--- src/rtl/rms_sumsq_to_bf16.sv ---
// rms_sumsq_to_bf16
//   Accumulates the squares of a stream of signed fixed-point activations.
//   At end of vector the sum is scaled by a supplied 1/N, epsilon is added,
//   and the resulting mean-square is converted to bfloat16 (RNE) and emitted
//   as a one-cycle x/x_vld pulse for the downstream inverse-sqrt pipe.
//
// Ports
//   clk        clock
//   rst        asynchronous active-high reset
//   in_data    signed element, FRAC_W fractional bits
//   in_vld     element valid
//   in_last    final element of the vector (qualified by in_vld)
//   in_rdy     element can be accepted this cycle (ACC state only)
//   recip_len  unsigned Q0.16 reciprocal of vector length, sampled with in_last
//   x          bfloat16 mean-square + eps, held until the next conversion
//   x_vld      one-cycle pulse, x valid
module rms_sumsq_to_bf16 #(
  parameter int DATA_W = 16,
  parameter int FRAC_W = 8,
  parameter int LEN_W  = 10,
  parameter int EPS    = 1,
  parameter int ACC_W  = 2*DATA_W + LEN_W
) (
  input  logic                     clk,
  input  logic                     rst,
  input  logic signed [DATA_W-1:0] in_data,
  input  logic                     in_vld,
  input  logic                     in_last,
  output logic                     in_rdy,
  input  logic [15:0]              recip_len,
  output logic [15:0]              x,
  output logic                     x_vld
);

  localparam int MS_W   = ACC_W + 1;
  localparam int PROD_W = ACC_W + 16;
  localparam int P_W    = $clog2(MS_W);

  typedef enum logic [1:0] {
    S_ACC   = 2'd0,
    S_SCALE = 2'd1,
    S_NORM  = 2'd2,
    S_EMIT  = 2'd3
  } state_t;

  state_t r_state;
  state_t w_state_nxt;

  logic [ACC_W-1:0]  r_acc;
  logic [15:0]       r_recip;
  logic [MS_W-1:0]   r_ms;
  logic [15:0]       r_x;

  logic                     w_xfer;
  logic signed [2*DATA_W-1:0] w_sq;
  logic [ACC_W-1:0]         w_sq_ext;
  logic [PROD_W-1:0]        w_prod;
  logic [MS_W-1:0]          w_ms_nxt;

  logic [P_W-1:0]    w_p;
  logic              w_nz;
  logic [MS_W-1:0]   w_norm;
  logic [6:0]        w_mant;
  logic              w_guard;
  logic              w_sticky;
  logic              w_round;
  logic [7:0]        w_mant_r;
  logic [15:0]       w_exp_base;
  logic [7:0]        w_exp;
  logic [15:0]       w_bf;

  assign in_rdy = (r_state == S_ACC);
  assign x_vld  = (r_state == S_EMIT);
  assign x      = r_x;
  assign w_xfer = in_vld & in_rdy;

  // Signed square is never negative, so zero extension into the accumulator is exact.
  assign w_sq     = in_data * in_data;
  assign w_sq_ext = {{(ACC_W-2*DATA_W){1'b0}}, w_sq};

  assign w_prod   = r_acc * r_recip;
  assign w_ms_nxt = MS_W'(w_prod >> 16) + MS_W'(EPS);

  // Leading-one search; the highest set bit wins because later iterations overwrite.
  always_comb begin
    w_p  = '0;
    w_nz = 1'b0;
    for (int unsigned i = 0; i < MS_W; i++) begin
      if (r_ms[i]) begin
        w_p  = P_W'(i);
        w_nz = 1'b1;
      end
    end
  end

  // Left-justify so the leading one sits at the MSB; mantissa, guard and sticky
  // then come from fixed positions and small values are zero-filled naturally.
  always_comb begin
    w_norm     = r_ms << (P_W'(MS_W-1) - w_p);
    w_mant     = w_norm[MS_W-2 -: 7];
    w_guard    = w_norm[MS_W-9];
    w_sticky   = |w_norm[MS_W-10:0];
    w_round    = w_guard & (w_sticky | w_mant[0]);
    w_mant_r   = {1'b0, w_mant} + {7'd0, w_round};
    w_exp_base = 16'(w_p) - 16'(2*FRAC_W) + 16'd127;
    // A rounding carry-out leaves w_mant_r[6:0] at zero and bumps the exponent.
    w_exp      = w_exp_base[7:0] + {7'd0, w_mant_r[7]};
    w_bf       = w_nz ? {1'b0, w_exp, w_mant_r[6:0]} : 16'h0000;
  end

  always_ff @(posedge clk or posedge rst) begin
    if (rst) r_state <= S_ACC;
    else     r_state <= w_state_nxt;
  end

  always_comb begin
    w_state_nxt = r_state;
    case (r_state)
      S_ACC:   if (w_xfer && in_last) w_state_nxt = S_SCALE;
      S_SCALE: w_state_nxt = S_NORM;
      S_NORM:  w_state_nxt = S_EMIT;
      S_EMIT:  w_state_nxt = S_ACC;
      default: w_state_nxt = S_ACC;
    endcase
  end

  always_ff @(posedge clk or posedge rst) begin
    if (rst) begin
      r_acc   <= '0;
      r_recip <= '0;
      r_ms    <= '0;
      r_x     <= '0;
    end else begin
      if (r_state == S_EMIT) begin
        r_acc <= '0;
      end else if (w_xfer) begin
        r_acc <= r_acc + w_sq_ext;
      end
      if (w_xfer && in_last) begin
        r_recip <= recip_len;
      end
      if (r_state == S_SCALE) begin
        r_ms <= w_ms_nxt;
      end
      if (r_state == S_NORM) begin
        r_x <= w_bf;
      end
    end
  end

endmodule

--- config.mk ---
export PLATFORM = sky130hd
export DESIGN_NAME = rms_sumsq_to_bf16
export DESIGN_NICKNAME = d
export VERILOG_FILES = /design/src/rtl/rms_sumsq_to_bf16.sv
export SDC_FILE = /design/constraint.sdc
export NUM_CORES = 2
export LEC_CHECK = 0
export ABC_AREA = 1
export CAP_MARGIN = 25
export CELL_PAD_IN_SITES_DETAIL_PLACEMENT = 0
export CELL_PAD_IN_SITES_GLOBAL_PLACEMENT = 1
export CORE_UTILIZATION = 45
export DETAILED_ROUTE_END_ITERATION = 8
export GPL_TIMING_DRIVEN = 0
export PLACE_DENSITY_LB_ADDON = 0.25
export SYNTH_ARGS = -nofsm -noshare
export SYNTH_HDL_FRONTEND = slang
export SYNTH_SLANG_ARGS = --single-unit
--- constraint.sdc ---
create_clock -name clk -period 17.1 [get_ports clk]
set_clock_uncertainty 0.1 [all_clocks]
set_input_delay 1.71 -clock clk [delete_from_list [all_inputs] [get_ports clk]]
set_output_delay 1.71 -clock clk [all_outputs]
set_load 0.1 [all_outputs]
# Yosys cells after proc, flatten, opt, wreduce, memory -nomap -nowiden
# Index checks and enable logic that the tools add are counted.
# W data, S select, Z words.
# word_totals
latch_bits	0
mem_bits_ro	0
wordCells	116
out_inout_bits	18
regBits	119
memories	0
ram_bits	0
input_bits	36
# op_classes
multipliers	2
eq_ne	4
n_mux	90
div	0
n_bitwise	3
add_sub_neg	7
shifts	1
order_cmp	0
reduce_logical	4
# ops
op	count
$mux W6	41
$mux W42	2
$mul A42 B16 Y58	1
$mux W1	44
$add A42 B1 Y43 const B	1
$shl A43 B6 Y42	1
$add A42 B32 Y42	1
$reduce_or A34 Y1	1
$mul A16 B16 Y32	1
$mux W15	1
$add A7 B1 Y8	1
$add A7 B8 Y8 const B	1
$add A8 B1 Y8	1
$pmux W2 S4	1
$sub A6 B5 Y7 const B	1
$sub A6 B6 Y6 const A	1
$eq A2 B2 Y1 const B	2
$and A1 B1 Y1	2
$eq A2 B1 Y1 const B	1
$logic_not A2 Y1	1
$mux W2	1
$ne A2 B1 Y1 const B	1
$reduce_bool A2 Y1	1
$logic_and A1 B1 Y1	1
$or A1 B1 Y1	1

# Longest topological paths before layout
# depth
ltp_word	50
ltp_mapped	65
depth_no_buf	62

# Worst setup path before layout
# OpenSTA, ideal clock, no wires.
# synth_timing
path_kind	input to register
start	in in_data[5]
end	reg r_acc[39]
path_buffers	2
arrival_time_ns	9.193
stages	46
required_ns	16.913
setup_time_ns	0.087
path_slack_ns	7.721
cell_sequence	clkbuf_1 -> clkbuf_1 -> nand2_1 -> fa_1 -> fa_1 -> inv_1 -> ha_1 -> inv_1 -> fa_1 -> inv_1 -> fa_1 -> inv_1 -> fa_1 -> inv_1 -> ha_1 -> nand2_1 -> o21ai_0 -> a21oi_1 -> (+10 left out) -> a21oi_1 -> o21ai_0 -> nand3_1 -> nand2_1 -> nand3_1 -> nand2_1 -> xor2_1 -> ha_1 -> nand2_1 -> o21ai_0 -> a21o_1 -> inv_2 -> o21a_2 -> o21ai_4 -> nand2_1 -> inv_1 -> a31oi_1 -> a211oi_2
# synth_via
elab_chain_len	4
# synth_lines
item	line	text
start, declared	26	input logic signed [DATA_W-1:0] in_data,
$mul A16 B16 Y32	78	assign w_sq = in_data * in_data;
$add A42 B32 Y42	137	r_acc <= r_acc + w_sq_ext;
$mux W42	136	end else if (w_xfer) begin
$mux W42	134	if (r_state == S_EMIT) begin
end signal, assigned	137	
end, declared	49	logic [ACC_W-1:0] r_acc;
# Every way passes these cells. The select of a mux whose other input is x is not followed.
# A chain may end at the register's enable or synchronous reset.

# Worst setup path after layout
# layout_timing
start	in in_data[2]
end	reg r_acc[38]
# The elaborated chain is that of the path after synthesis.

==> metrics <==
clock sinks=118; sequential fraction of the synthesis area=0.07607; simple-gate share of the synthesized area=0.1974; vias in the first global route=33.65k; type of origin of the critical path=primary input; Syn Inst Count=5035; Ys Warns=0; Yosys reg bits=118; EDFF count, synth=0; delay-heaviest family, CP=adder cells; Post-Syn Area per Cell=7.709 sq um; Slew headroom=0.2548; Congestion Overflow GR=0; clk_lat worst skew=0.53 ns; xor/xnor share of the synthesized area=0.02788; GRT Util Overall=0.2892; Clock Tree Buf Depth=2; Worst-path clk slew=0.06 ns; Routed Antenna Nets=0; CP peak stage delay=0.58 ns; area leader, netlist=fa_1; placed cells=6226; endpoints failing setup=0; Final period util=0.6619; area delta synth->final=6.511%; Critical Path RT=17.44 ns; Post-CTS Setup Bufs=0; Worst path most repeated cell=nand2_1; Max-Cap Viols=0; Mapped Area=0.03882 sq mm; I/O Buffers=45; Final min period=11.32 ns; Synth Area in Adders=0.4929; Post-CTS Hold Buffers=0; largest net degree at the start of global routing=78; RSZ-0062 raised after global routing=false; fmax=88.35 MHz; Synth Flop Type=dfrtp_1; largest family of logic cells by synthesized area=adder cells; Post-Layout Cell Count=6260; Slew Viols, Final=0; Die Y=295.7 microns; CP Data Arrival Time=11.65 ns; design area=0.04134 sq mm; CTS tree=done; WP depth=48; Worst Setup SP=in_data[2]; clock root buffer=clkbuf_16; H-tree depth=4; FFs w/ async S/R, synth=1.000; io pins=54; R2R Path Start=r_recip[5]; Netlist cell types=65; drt first pass iters=6; Num CTS Buffers=17; Worst R2R Setup Slack=6.42 ns; Placer Congestion=0.9364; fraction of layout cells with a size suffix above 1=0.03128; Vias=31.73k; Mapped Nets=6122; worst-path maximum fanout=10; Critical-path top delay cell=o21ai_1; ranking of synthesized cells by area=fa_1 (41%), nand2_1 (13%), inv_1 (12%), ha_1 (8.2%), dfrtp_1 (7.6%); Final Net Count=6189; Hold Crit Class=flip-flop to flip-flop; DRC=0; drt via density=5.068; commonest non-fill, non-tap cells in the layout=nand2_1 (1337), inv_1 (1223), fa_1 (797), ha_1 (254), nand3_1 (244); die width=295.7 microns; die area=0.08744 sq mm; initial antenna violation count=4; status=finished, final reports clean; reg2reg path depth=38; routed length per instance=18.93 microns; Reg-to-Reg End=r_ms[42]; CP bufs+invs=10; FP Rows=107; first-pass GRT wire length=191500 microns; Critical Setup Path Class=primary input to flip-flop; mux share of post-synthesis cell area=0.004642; Starting DRT DRC Count=2156; endpoint type of the worst setup path=flip-flop; Post-CTS Resized=0; post-synth top area share=0.4110; post-synthesis compound-gate area fraction=0.05422; placed cell area=0.04075 sq mm; Setup Total Neg Slack=0 ns; CORE AREA=0.08528 sq mm; Post-DP HPWL=99800 microns; commonest non-fill, non-tap cell in the layout=nand2_1; final hold violation count=0; Final Routed Wirelength=118500 microns; CP Capture Point=r_acc[38]; starting density of the core=0.4552; Slew @ Worst Pin=1.118 ns
==> Yosys cell counts, types with 17 or more instances <==
cell      instances
a21oi_1         118
clkbuf_1        207
dfrtp_1         118
fa_1            797
ha_1            254
inv_1          1224
inv_2            19
nand2_1        1337
nand3_1         244
nand4_1          29
nor2_1          196
o211ai_1         17
o21ai_0         131
o21ai_1          19
xnor2_1          29
xor2_1           89
==> tightest hold or removal path, delay by kind of cell (launching register included) <==
kind / cells / cell delay (ns)
AND/OR/NAND/NOR: 2 / 0.10
flip-flops: 1 / 0.34
==> layout make-up <==
class | count | area [sq um]
tap | 1144 | 1431
inverter | 1244 | 4674
clock buffer | 18 | 429.2
fill | 8647 | 43940
buffer | 246 | 1028
clock inverter | 14 | 151.4
antenna | 1 | 2.502
multi-input combinational | 3427 | 30170
timing repair buffer | 48 | 508.0
sequential | 118 | 2953
==> worst min-delay path by stage <==
stage	from	to	slack (ns)	cells past startpoint
final	x[6]	x[6]	0.38	2
after floorplan	r_ms[21]	r_ms[21]	0.38	2
after global placement	x[6]	x[6]	0.36	2
after CTS	x[6]	x[6]	0.38	2
after global routing	x[9]	x[9]	0.41	2
after detailed placement	x[6]	x[6]	0.37	2
==> per-stage QoR <==
step           utilization  setup slack (ns)  hold WS (ns)
3_3_place_gp        0.4772             5.332        0.3639
4_1_cts             0.4846             5.783        0.3850
3_5_place_dp        0.4778             5.322        0.3675
5_1_grt             0.4848             4.931        0.4099
6_report            0.4848             5.781        0.3813
2_1_floorplan            -             7.721        0.3753
==> cells by family after synthesis <==
logic type / count (synthesis)
adders and majority gates: 1051
AOI/OAI and AO/OA: 362
DFF: 118
and+or+nand+nor: 1876
buffers and inverters: 1490
muxes: 16
other: 1
xor gates and xnor gates: 121
==> flip-flops by register name, summed over array words and instances, names as in the netlist <==
name / count
r_recip: 16
r_ms: 43
r_acc: 42
x: 15
r_state: 2
==> per-layer routing <==
layer | vias to the layer above | track usage | wire length (microns)
met5 | - | 0 | 18
met4 | 2 | 0.1103 | 4521
met3 | 189 | 0.04452 | 7362
met2 | 968 | 0.4670 | 54630
met1 | 15680 | 0.3912 | 51950
li1 | 14890 | - | -
Power is not shown: default switching activity piles up to over one toggle a cycle in this logic, so the estimate is an artifact.
